==> config.mk <==
export PLATFORM = sky130hd
export DESIGN_NAME = stopwatch_core
export DESIGN_NICKNAME = d
export VERILOG_FILES = /design/src/rtl/stopwatch_pkg.sv /design/src/rtl/stopwatch_core_tick_edge_sync.sv /design/src/rtl/stopwatch_core.sv
export SDC_FILE = /design/constraint.sdc
export NUM_CORES = 1
export LEC_CHECK = 0
export BUFFER_PORTS_ARGS = -buffer_cell sky130_fd_sc_hd__buf_2
export CORE_MARGIN = 2
export CORE_UTILIZATION = 35
export CTS_CLUSTER_DIAMETER = 50
export CTS_CLUSTER_SIZE = 40
export DETAILED_ROUTE_END_ITERATION = 16
export PLACE_DENSITY_LB_ADDON = 0.2
export SLEW_MARGIN = 20
export SYNTH_ARGS = -nofsm -noshare
export SYNTH_HDL_FRONTEND = slang
export SYNTH_SLANG_ARGS = --single-unit
==> constraint.sdc <==
create_clock -name clk -period 2.2 [get_ports clk]
set_input_delay 0.44 -clock clk [delete_from_list [all_inputs] [get_ports clk]]
set_output_delay 0.44 -clock clk [all_outputs]
set_load 0.01 [all_outputs]
==> src/rtl/stopwatch_pkg.sv <==
// Shared types and constants for the centisecond stopwatch.
// Holds the control-state enum, display anode patterns and the BCD digit type.
// No logic; imported by stopwatch_core and its sub-modules.
package stopwatch_pkg;

  localparam int BCD_W = 4;

  typedef logic [BCD_W-1:0] bcd_t;

  typedef enum logic [1:0] {
    IDLE  = 2'd0,
    RUN   = 2'd1,
    PAUSE = 2'd2,
    LAP   = 2'd3
  } sw_state_t;

  // Four-digit SS.CC value, most significant digit first.
  typedef struct packed {
    bcd_t s_t;
    bcd_t s_o;
    bcd_t c_t;
    bcd_t c_o;
  } sw_count_t;

  localparam logic [3:0] AN_OFF = 4'b1111;
  localparam logic [3:0] AN_D0  = 4'b1110;
  localparam logic [3:0] AN_D1  = 4'b1101;
  localparam logic [3:0] AN_D2  = 4'b1011;
  localparam logic [3:0] AN_D3  = 4'b0111;

  localparam bcd_t BCD_NINE = 4'd9;

endpackage

==> src/rtl/stopwatch_core_tick_edge_sync.sv <==
// Two-flop synchronizer followed by a rising-edge detector.
// Ports: clk, rst (async, active-high), async_in (any domain), pulse_out
// (one clk wide, high in the cycle after the second sync flop first sees a 1).
module tick_edge_sync (
  input  logic clk,
  input  logic rst,
  input  logic async_in,
  output logic pulse_out
);

  logic sync_0;
  logic sync_1;
  logic sync_prev;

  always_ff @(posedge clk or posedge rst) begin
    if (rst) begin
      sync_0    <= 1'b0;
      sync_1    <= 1'b0;
      sync_prev <= 1'b0;
    end else begin
      sync_0    <= async_in;
      sync_1    <= sync_0;
      sync_prev <= sync_1;
    end
  end

  // Fires when the synchronized level has just gone high.
  assign pulse_out = sync_1 & ~sync_prev;

endmodule

==> src/rtl/stopwatch_core.sv <==
// Centisecond stopwatch: SS.CC BCD counter with start/stop, lap and clear,
// driving a 4-digit multiplexed display (active-low anodes, BCD digit, dp_n).
// Ports: clk, rst (async high), tick_100 (async 100 Hz), scan_sel[1:0],
// start_stop/lap/clear pulses; an[3:0], bcd_out[3:0], dp_n, running,
// lap_active, overflow (sticky wrap flag).
module stopwatch_core
  import stopwatch_pkg::*;
#(
  parameter int SEC_MAX = 59
) (
  input  logic       clk,
  input  logic       rst,
  input  logic       tick_100,
  input  logic [1:0] scan_sel,
  input  logic       start_stop,
  input  logic       lap,
  input  logic       clear,
  output logic [3:0] an,
  output logic [3:0] bcd_out,
  output logic       dp_n,
  output logic       running,
  output logic       lap_active,
  output logic       overflow
);

  localparam bcd_t SEC_T = bcd_t'(SEC_MAX / 10);
  localparam bcd_t SEC_O = bcd_t'(SEC_MAX % 10);

  logic      tick_en;
  sw_state_t state, state_nxt;
  sw_count_t count, count_nxt;
  sw_count_t lap_reg, lap_nxt;
  sw_count_t disp_val;
  logic      overflow_nxt;
  logic      do_inc;

  tick_edge_sync u_tick_sync (
    .clk      (clk),
    .rst      (rst),
    .async_in (tick_100),
    .pulse_out(tick_en)
  );

  // ---------------- control FSM ----------------
  always_ff @(posedge clk or posedge rst) begin
    if (rst) state <= IDLE;
    else     state <= state_nxt;
  end

  // clear > start_stop > lap; a lower-priority pulse in the same cycle is dropped.
  always_comb begin
    state_nxt = state;
    lap_nxt   = lap_reg;
    if (clear) begin
      state_nxt = IDLE;
      lap_nxt   = '0;
    end else if (start_stop) begin
      case (state)
        IDLE:    state_nxt = RUN;
        RUN:     state_nxt = PAUSE;
        PAUSE:   state_nxt = RUN;
        LAP:     state_nxt = PAUSE;
        default: state_nxt = IDLE;
      endcase
    end else if (lap) begin
      case (state)
        RUN: begin
          state_nxt = LAP;
          lap_nxt   = count;  // freeze the pre-edge live value
        end
        LAP:     state_nxt = RUN;
        default: state_nxt = state;
      endcase
    end
  end

  assign running    = (state == RUN) || (state == LAP);
  assign lap_active = (state == LAP);

  // ---------------- BCD counter ----------------
  // Increment decision uses the pre-edge state, so a start_stop that pauses
  // still lets a coincident tick count, and one that resumes does not.
  assign do_inc = tick_en && running;

  always_comb begin
    count_nxt    = count;
    overflow_nxt = overflow;
    if (do_inc) begin
      if (count.c_o != BCD_NINE) begin
        count_nxt.c_o = count.c_o + 4'd1;
      end else begin
        count_nxt.c_o = '0;
        if (count.c_t != BCD_NINE) begin
          count_nxt.c_t = count.c_t + 4'd1;
        end else begin
          count_nxt.c_t = '0;
          if (count.s_t == SEC_T && count.s_o == SEC_O) begin
            count_nxt.s_t = '0;
            count_nxt.s_o = '0;
            overflow_nxt  = 1'b1;
          end else if (count.s_o != BCD_NINE) begin
            count_nxt.s_o = count.s_o + 4'd1;
          end else begin
            count_nxt.s_o = '0;
            count_nxt.s_t = count.s_t + 4'd1;
          end
        end
      end
    end
    if (clear) begin
      count_nxt    = '0;
      overflow_nxt = 1'b0;
    end
  end

  always_ff @(posedge clk or posedge rst) begin
    if (rst) begin
      count    <= '0;
      lap_reg  <= '0;
      overflow <= 1'b0;
    end else begin
      count    <= count_nxt;
      lap_reg  <= lap_nxt;
      overflow <= overflow_nxt;
    end
  end

  // ---------------- display scan ----------------
  assign disp_val = (state == LAP) ? lap_reg : count;

  always_ff @(posedge clk or posedge rst) begin
    if (rst) begin
      an      <= AN_OFF;
      bcd_out <= '0;
      dp_n    <= 1'b1;
    end else begin
      dp_n <= 1'b1;
      case (scan_sel)
        2'd0: begin
          an      <= AN_D0;
          bcd_out <= disp_val.c_o;
        end
        2'd1: begin
          an      <= AN_D1;
          bcd_out <= disp_val.c_t;
        end
        2'd2: begin
          an      <= AN_D2;
          bcd_out <= disp_val.s_o;
          dp_n    <= 1'b0;
        end
        default: begin
          an      <= AN_D3;
          bcd_out <= disp_val.s_t;
        end
      endcase
    end
  end

endmodule
==> results of run 1 <==
[cells by family after synthesis]
group | Yosys count | synth area share (%)
xor gates and xnor gates | 1 | 0.370
adders and majority gates | 8 | 4.23
muxes | 11 | 9.21
AOI/OAI and AO/OA | 44 | 10.9
buffers and inverters | 22 | 4.29
DFF | 47 | 50.0
and+or+nand+nor | 94 | 21.0
[per-layer routing]
layer  vias up  global-route usage [%]
li1        828                       -
met1       827                    21.8
met2        26                    23.2
met3         7                    2.76
met4         0                    5.54
met5         -                       0
[power by group]
part	switching [mW]	total [mW]	internal, mW
Combinational	0.0973	0.159	0.0619
Sequential	0.0262	0.919	0.893
Clock	0.294	0.633	0.339
[cell type report]
cell class,count,area [um2],area share [%]
Tap cell,77,96.3,3.59
Inverter,8,30.0,1.12
Clock inverter,2,37.5,1.40
Multi-Input combinational cell,158,1080,40.3
Timing Repair Buffer,29,183,6.81
Clock buffer,6,72.6,2.71
Sequential cell,47,1180,44.1
[synth_stat cells (4+ instances only)]
cell type / instances / area share (%)
and3b_1: 4 / 1.5
a21oi_1: 27 / 5.7
o21ai_0: 9 / 1.9
or3_1: 5 / 1.3
nand2_1: 47 / 7.5
nor3_1: 4 / 0.85
nor2_1: 6 / 0.95
nand3b_1: 5 / 1.6
dfrtp_1: 42 / 44
inv_1: 8 / 1.3
ha_1: 8 / 4.2
clkbuf_1: 8 / 1.3
mux4_2: 7 / 6.7
dfstp_2: 5 / 5.6
nand3_1: 7 / 1.5
[stage by stage]
step	instances	power [mW]	util (%)
4_1_cts	327	1.74	41.5
2_1_floorplan	227	1.04	-
3_5_place_dp	319	1.10	39.8
6_report	327	1.71	41.5
3_3_place_gp	319	1.10	39.8
5_1_grt	327	1.80	41.5
[final timing paths]
path	to	slack [ps]	start
min in group clk	u_tick_sync.sync_0$_DFF_PP0_	240	tick_100
worst min register to register	u_tick_sync.sync_1$_DFF_PP0_	350	u_tick_sync.sync_0$_DFF_PP0_
worst max register to register	count[15]$_DFFE_PP0P_	280	count[1]$_DFFE_PP0P_
worst max-delay path	count[15]$_DFFE_PP0P_	280	count[1]$_DFFE_PP0P_
max in group asynchronous	count[7]$_DFFE_PP0P_	1510	rst
worst min-delay path	bcd_out[2]$_DFF_PP0_	170	rst
[cell usage in the layout (no fill, tap or decap), drive strengths merged, types with 4 or more instances in the layout]
| cell | Yosys | final |
|---|---|---|
| nand3b | 6 | 6 |
| ha | 8 | 8 |
| dfrtp | 42 | 42 |
| dfstp | 5 | 5 |
| clkbuf | 8 | 6 |
| buf | 6 | 29 |
| nor2 | 6 | 6 |
| nor3 | 4 | 4 |
| nand3 | 7 | 7 |
| mux4 | 8 | 8 |
| nand2 | 47 | 47 |
| and3b | 5 | 5 |
| o21ai | 9 | 9 |
| or3 | 5 | 5 |
| inv | 8 | 8 |
| a21oi | 28 | 28 |
==> impl_metrics.csv, run 1 <==
group,metric,value,unit
worst_setup_path,critPathKind,"flip-flop to flip-flop",
timing,timing.final.crit_period,1920,ps
timing,setup_ws,277,ps
timing,worst_pin_slew,636,ps
detailed_routing,dr_total_vias,1688,
floorplanning,io-pin-count,20,
place,place_ws,294,ps
worst_setup_path,cp.required,2430,ps
timing,finalClockSkew,10.9,ps
clock_network,clkTransAtPathRegs,90,ps
worst_setup_path,critPathLaunchType,"flip-flop",
power_and_ir_drop,p_leak,1.19,nW
layout,stdcell_area,2680,um2
timing,fin_setup_tns,0,ps
timing,hold_viol_final,0,
clock_network,cts_max_level,2,
clock_network,post_cts_resized,0,
clock_network,postCtsHoldBufs,0,
floorplanning,core-area,6460,um2
timing,slew-limit-headroom,57.5,%
worst_setup_path,cp_max_fo,6,
detailed_routing,wl_met2,2280,um
global_route,grt_pass1_wl,8670,um
timing,rsz0062_at_grt,"no",
timing,max_freq,520,MHz
logic_synthesis,postSynthAreaPerCell,10.4,um2
clock_network,root_buffer,"clkbuf_8",
timing,slew_violations,0,
power_and_ir_drop,powerDensity,638,nW/um2
detailed_routing,met3_length,210,um
floorplanning,die-area,7430,um2
detailed_routing,topRoutingLayerUsed,"met4",
floorplanning,chipWidth,86.2,um
clock_network,cts_tree,"done",
worst_hold_path,hp-class,"input port to async pin",
logic_synthesis,synthFlopType,"dfrtp_1",
logic_synthesis,synth_edf_count,0,
global_route,grt_overflow,0,
clock_network,cts_buffers,5,
logic_synthesis,synthCells,227,
flow_run,drv_cap,0,
place,gp_congestion,0.887,
logic_synthesis,synth_area,2360,um2
layout,syn_to_final_growth,13.4,%
detailed_routing,firstDrtPassIters,4,
worst_setup_path,path_cells,"inv_1 -> ha_1 -> and3b_1 -> nand4_4 -> or4_1 -> a21oi_1",
floorplanning,start_util,36.6,%
logic_synthesis,synthesis.nets,243,
global_route,antenna_found_initial,0,
worst_setup_path,critPathCaptureType,"flip-flop",
timing,fin_hold_ws,167,ps
detailed_routing,met1Wirelength,2430,um
timing,setup_violations,0,
detailed_routing,drt_iter0_drc,129,
global_route,grt_usage,15.2,%
layout,diodes,0,
detailed_routing,drc,0,
worst_setup_path,rr_worst_depth,6,
logic_synthesis,yosysWarnings,0,
worst_setup_path,max_stage_delay,480,ps
floorplanning,row_count,29,
power_and_ir_drop,irDropWorstVdd,0.268,mV
clock_network,clock-sinks,47,
global_route,grt_pass1_vias,1684,
floorplanning,dieHeight,86.2,um
place,placed_area,2570,um2
clock_network,cts_setup_buffers,0,
status,outcome,"finished, final reports clean",
detailed_routing,avgViaCountPerCell,5.16,
detailed_routing,wire_per_inst,15.3,um
layout,drive_above_1_share,23.2,%
global_route,grt_max_degree,26,
place,io_buffers,19,
layout,fin_nets,265,
worst_setup_path,worst-path-stages,6,
logic_synthesis,ys_seq_area_share,50.0,%
logic_synthesis,synth.distinct_cells,39,
layout,fillers,634,
place,dpl.hpwl,3570,um
worst_setup_path,critPathArrivalTime,2160,ps
logic_synthesis,async_flop_share,100,%
clock_network,cts_buffer_depth,2,
logic_synthesis,ys_ff_latch,47,
worst_setup_path,path_delay_family,"simple AND/OR/NAND/NOR gates",
timing,fin_crit_sh,87.4,%
clock_network,clk_latency,300,ps
detailed_routing,totalWireLength,5010,um
worst_setup_path,worst_path_max_delay_cell,"or4_1",
detailed_routing,route.antenna.remaining_nets,0,
worst_setup_path,crit_buf_inv,1,
Note: power is estimated with default switching activity, not from simulation.
==> inputs of run 2 (changes only) <==
==> constraint.sdc (replaced) <==
create_clock -name clk -period 1.65 [get_ports clk]
set_input_delay 0.33 -clock clk [delete_from_list [all_inputs] [get_ports clk]]
set_output_delay 0.33 -clock clk [all_outputs]
set_load 0.01 [all_outputs]
==> impl_metrics.csv, run 2 (synthesis gave the netlist of run 1 again) <==
group,metric,value,unit
timing,timing.final.crit_period,1640,ps
timing,slew-limit-headroom,80.3,%
floorplanning,start_util,36.6,%
detailed_routing,wire_per_inst,14.2,um
timing,fin_hold_ws,132,ps
worst_hold_path,hp-class,"input port to flip-flop",
place,io_buffers,19,
floorplanning,core-area,6460,um2
layout,final_common_cell,"nand2_1",
timing,slew_violations,0,
timing,rsz0062_at_grt,"yes",
layout,fin_nets,299,
detailed_routing,avgViaCountPerCell,5.11,
worst_setup_path,worst_path_max_delay_cell,"or4b_1",
timing,finalClockSkew,8.88,ps
clock_network,cts_buffers,5,
worst_setup_path,worst-path-stages,6,
worst_setup_path,path_cells,"inv_2 -> ha_4 -> nand3b_1 -> o31ai_4 -> or4b_1 -> a21oi_1",
timing,setup_violations,0,
global_route,grt_pass1_vias,1739,
clock_network,clock-sinks,47,
layout,final_cell_mix,"nand2_1, buf_4, dfrtp_1",
worst_setup_path,reg2reg_from,"count[1]$_DFFE_PP0P_",
place,dpl.hpwl,3760,um
timing,fin_crit_sh,99.6,%
worst_setup_path,crit_buf_inv,1,
detailed_routing,dr_total_vias,1843,
timing,max_freq,608,MHz
floorplanning,die-area,7430,um2
detailed_routing,totalWireLength,5140,um
place,placed_cells,346,
detailed_routing,route.antenna.remaining_nets,0,
detailed_routing,firstDrtPassIters,4,
worst_setup_path,critPathLaunchType,"flip-flop",
worst_setup_path,r2r_end,"count[10]$_DFFE_PP0P_",
clock_network,root_buffer,"clkbuf_8",
worst_setup_path,cp_max_fo,3,
status,outcome,"finished, final reports clean",
place,placed_area,2780,um2
worst_setup_path,critPathKind,"flip-flop to flip-flop",
worst_setup_path,crit_start,"count[1]$_DFFE_PP0P_",
global_route,antenna_found_initial,0,
layout,stdcell_area,3010,um2
worst_hold_path,worstHoldPathCells,1,
clock_network,clk_latency,300,ps
floorplanning,chipWidth,86.2,um
global_route,grt_overflow,0,
detailed_routing,drc,0,
worst_setup_path,path_delay_family,"simple AND/OR/NAND/NOR gates",
power_and_ir_drop,irDropWorstVdd,0.448,mV
worst_setup_path,cp.required,1880,ps
layout,stdcell_count,361,
power_and_ir_drop,power,2.55,mW
worst_setup_path,rr_worst_depth,6,
worst_setup_path,critPathArrivalTime,1870,ps
detailed_routing,drt_iter0_drc,83,
worst_setup_path,critPathCapture,"count[10]$_DFFE_PP0P_",
floorplanning,io-pin-count,20,
power_and_ir_drop,p_leak,1.38,nW
place,gp_congestion,0.774,
layout,syn_to_final_growth,27.2,%
global_route,grt_usage,15.0,%
place,place_ws,-145,ps
worst_setup_path,max_stage_delay,460,ps
clock_network,cts_max_level,2,
clock_network,cts_tree,"done",
timing,setup_ws,6.59,ps
global_route,grt_max_degree,28,
timing,hold_viol_final,0,
clock_network,cts_buffer_depth,2,
layout,drive_above_1_share,35.9,%
worst_setup_path,critPathCaptureType,"flip-flop",
floorplanning,row_count,29,
floorplanning,dieHeight,86.2,um
timing,worst_pin_slew,296,ps
layout,diodes,0,
worst_setup_path,reg2reg_slack,7,ps
power_and_ir_drop,powerDensity,848,nW/um2
layout,fillers,624,
flow_run,drv_cap,0,
clock_network,clkTransAtPathRegs,90,ps
global_route,grt_pass1_wl,8740,um
run 2: cell types whose count changed in the layout (fill, tap and decap cells not counted), sizes merged:
cell         change
dlygate4sd3      +1
buf             +33
clkbuf           -1
bufinv           +1
inv              +1
clkinvlp         -1
run 2: metrics by stage:
stage	utilization (%)	setup TNS, ps
after floorplan	-	-34.9
after global placement	43.0	-117
after detailed placement	43.0	-436
after CTS	46.1	-109
after global routing	46.6	-212
final	46.6	0
run 2: worst min path at each step:
stage	from	end
6_report	tick_100	u_tick_sync.sync_0$_DFF_PP0_
5_1_grt	tick_100	u_tick_sync.sync_0$_DFF_PP0_
3_5_place_dp	rst	lap_reg[2]$_DFFE_PP0P_
4_1_cts	tick_100	u_tick_sync.sync_0$_DFF_PP0_
2_1_floorplan	u_tick_sync.sync_0$_DFF_PP0_	u_tick_sync.sync_1$_DFF_PP0_
3_3_place_gp	rst	lap_reg[2]$_DFFE_PP0P_
run 2: layout make-up:
cell class	instances	area (um2)	area share, %
Clock inverter	3	71.3	2.37
Multi-Input combinational cell	158	1120	37.1
Sequential cell	47	1180	39.4
Tap cell	77	96.3	3.20
Timing Repair Buffer	63	440	14.6
Clock buffer	5	68.8	2.29
Inverter	8	30.0	0.998
run 2: timing repair:
action	in CTS	in global routing
resized for setup	6	6
pin swaps	4	8
buffers inserted	4	2
endpoints found under the hold margin	3	0
hold buffers	1	0
endpoints found under the setup margin	8	8
run 2: routing by layer:
layer / vias to the layer above / routed length (um) / GRT usage, %
li1: 901 / - / -
met1: 899 / 2580 / 21.9
met2: 39 / 2340 / 23.3
met3: 4 / 180 / 2.86
met4: 0 / 40 / 3.41
met5: - / 0 / 0
run 2: power by group:
part | internal, mW | switching (mW)
Combinational | 0.138 | 0.162
Clock | 0.615 | 0.423
Sequential | 1.19 | 0.0217
Total | 1.94 | 0.607
==> inputs of run 3 (changes only) <==
--- a/config.mk
+++ b/config.mk
@@ -5,6 +5,7 @@
 export SDC_FILE = /design/constraint.sdc
 export NUM_CORES = 1
 export LEC_CHECK = 0
+export ABC_AREA = 1
 export BUFFER_PORTS_ARGS = -buffer_cell sky130_fd_sc_hd__buf_2
 export CORE_MARGIN = 2
 export CORE_UTILIZATION = 35
==> impl_metrics.csv, run 3 <==
group,metric,value,unit
status,outcome,"finished, final reports clean",
timing,hold_viol_final,0,
power_and_ir_drop,power_frac_comb,21.9,%
floorplanning,dieHeight,87.3,um
global_route,grt_pass1_vias,1705,
logic_synthesis,async_flop_share,100,%
layout,stdcell_area,2790,um2
timing,fin_hold_ws,48.8,ps
power_and_ir_drop,power,2.73,mW
worst_setup_path,cp_max_fo,16,
power_and_ir_drop,swShare,32.5,%
worst_setup_path,rr_worst_depth,9,
layout,drive_above_1_share,21.8,%
global_route,grt_overflow,0,
logic_synthesis,ys_seq_area_share,48.7,%
worst_setup_path,reg2reg_slack,180,ps
worst_setup_path,reg2reg_from,"count[9]$_DFFE_PP0P_",
power_and_ir_drop,p_int,1.84,mW
timing,setup_violations,0,
worst_setup_path,crit_start,"state[0]$_DFFE_PP0P_",
logic_synthesis,synthFlopType,"dfrtp_1",
floorplanning,start_util,35.9,%
logic_synthesis,synth_common_cells,"nand2_1, dfrtp_1, inv_1, o21ai_0, o22ai_1",
timing,fin_crit_sh,96.7,%
logic_synthesis,yosysTopAreaCell,"dfrtp_1",
power_and_ir_drop,irDropWorstVdd,0.370,mV
layout,final_util,41.3,%
timing,finalClockSkew,12.9,ps
logic_synthesis,ys_ff_latch,47,
logic_synthesis,synth_xor_area_share,1.08,%
logic_synthesis,yosys.area_share.simple,21.6,%
timing,rsz0062_at_grt,"no",
worst_setup_path,critPathCaptureType,"primary output",
place,dpl.hpwl,3590,um
clock_network,cts_buffers,5,
floorplanning,chipWidth,87.3,um
logic_synthesis,yosysMostFrequentCell,"nand2_1",
worst_setup_path,critPathKind,"flip-flop to primary output",
place,place_ws,213,ps
logic_synthesis,synth.distinct_cells,28,
layout,fin_nets,313,
logic_synthesis,synthesis.nets,285,
flow_run,drv_cap,0,
detailed_routing,drc,0,
place,gp_congestion,0.787,
logic_synthesis,synth_edf_count,0,
place,io_buffers,19,
timing,timing.final.crit_period,1600,ps
logic_synthesis,synth-adder-area-share,4.13,%
timing,fin_setup_tns,0,ps
worst_setup_path,cp.required,1320,ps
worst_setup_path,critPathCapture,"lap_active",
timing,worst_pin_slew,507,ps
power_and_ir_drop,netSwitchingPower,0.888,mW
logic_synthesis,synth_top_area_share,43.3,%
layout,syn_to_final_growth,14.9,%
global_route,grt_usage,15.9,%
clock_network,cts_max_level,2,
layout,regArea,1180,um2
clock_network,cts_buffer_depth,2,
layout,diodes,0,
detailed_routing,drt_iter0_drc,142,
layout,stdcell_count,378,
detailed_routing,firstDrtPassIters,4,
global_route,grt_pass1_wl,9030,um
logic_synthesis,synth_top_family_by_area,"simple AND/OR/NAND/NOR gates",
detailed_routing,totalWireLength,5540,um
global_route,antenna_found_initial,0,
layout,final_common_cell,"nand2_1",
layout,final_cell_mix,"nand2_1, dfrtp_1, inv_1",
timing,setup_ws,54.0,ps
worst_setup_path,r2r_end,"count[14]$_DFFE_PP0P_",
power_and_ir_drop,p_seq_share,50.5,%
place,placed_area,2640,um2
place,placed_cells,367,
logic_synthesis,synth_area_leaders,"dfrtp_1, nand2_1, inv_1",
layout,fillers,669,
worst_hold_path,hp-class,"input port to async pin",
power_and_ir_drop,p_leak,1.39,nW
worst_setup_path,critPathLaunchType,"flip-flop",
detailed_routing,dr_total_vias,1883,
detailed_routing,avgViaCountPerCell,4.98,
floorplanning,io-pin-count,20,
power_and_ir_drop,powerDensity,980,nW/um2
logic_synthesis,synthMuxAreaShare,0,%
power_and_ir_drop,clock_power_share,27.5,%
clock_network,clk_latency,310,ps
logic_synthesis,synth_compound_area_share,14.3,%
timing,max_freq,627,MHz
timing,slew-limit-headroom,66.1,%
floorplanning,die-area,7610,um2
timing,slew_violations,0,
logic_synthesis,postSynthAreaPerCell,9.02,um2
clock_network,root_buffer,"clkbuf_8",
clock_network,clkTransAtPathRegs,90,ps
logic_synthesis,synthCells,269,
clock_network,cts_tree,"done",
floorplanning,row_count,30,
logic_synthesis,yosysWarnings,0,
detailed_routing,wire_per_inst,14.6,um
floorplanning,core-area,6760,um2
layout,multi_input_area,1010,um2
clock_network,clock-sinks,47,
detailed_routing,route.antenna.remaining_nets,0,
global_route,grt_max_degree,48,
logic_synthesis,synth_area,2430,um2
worst_setup_path,critPathArrivalTime,1270,ps
-- run 3: changes by cell type after synthesis, sizes merged, moves of 5 or more --
cell    before  now
nand3b       6    0
clkbuf       8    0
inv          8   48
o211ai       0   12
nand3        7   14
o21ai        9   18
nor2         6   19
o22ai        0   17
nand2       47   55
or3          5    0
and3b        5    0
mux4         8    0
a21oi       28   10
nand4        2    9
-- run 3: worst max-delay path: stages (launching register included) --
cell	delay (ps)
dfrtp_2	470
nand2_4	110
buf_12	160
inv_1	70
buf_2	140
-- run 3: power groups by stage --
stage | Combinational, mW | Sequential (mW) | Clock [mW]
after floorplan | 0.409 | 1.39 | 0
after global placement | 0.582 | 1.40 | 0
after detailed placement | 0.575 | 1.40 | 0
after CTS | 0.590 | 1.38 | 0.759
after global routing | 0.683 | 1.40 | 0.816
final | 0.599 | 1.38 | 0.752
-- run 3: cell families after synthesis --
| family | after synthesis |
|---|---|
| buffers and inverters | 56 |
| DFF | 47 |
| xor gates and xnor gates | 3 |
| and+or+nand+nor | 98 |
| adders and majority gates | 8 |
| AOI/OAI and AO/OA | 57 |
-- run 3: cell type report --
cell class                 instances  area share [%]
clock buffer                       7            3.10
clock inverter                     1           0.314
inverter                          48            6.55
multi-input combinational        166            36.1
sequential                        47            42.5
tap                               80            3.59
timing repair buffer              29            7.90
-- run 3: repair_timing --
action / 4_1_cts / 5_1_grt
gates cloned: 1 / 0
endpoints found under the setup margin: 1 / 1
hold buffers: 0 / 0
setup buffers: 0 / 2
gates resized for setup: 2 / 1
-- run 3: how the worst min path moves through the flow --
stage	from	end	slack [ps]	depth (start not counted)
after floorplan	u_tick_sync.sync_0$_DFF_PP0_	u_tick_sync.sync_1$_DFF_PP0_	330	0
after global placement	u_tick_sync.sync_0$_DFF_PP0_	u_tick_sync.sync_1$_DFF_PP0_	340	0
after detailed placement	u_tick_sync.sync_0$_DFF_PP0_	u_tick_sync.sync_1$_DFF_PP0_	340	0
after CTS	rst	bcd_out[2]$_DFF_PP0_	60	3
after global routing	rst	count[8]$_DFFE_PP0P_	60	3
final	rst	lap_reg[10]$_DFFE_PP0P_	50	3
-- run 3: per-layer routing --
| layer | wire length (um) | global-route usage (%) | vias up |
|---|---|---|---|
| met5 | 0 | 0 | - |
| met4 | 78 | 5.45 | 0 |
| li1 | - | - | 947 |
| met1 | 2700 | 22.1 | 892 |
| met3 | 183 | 3.13 | 6 |
| met2 | 2580 | 24.7 | 38 |
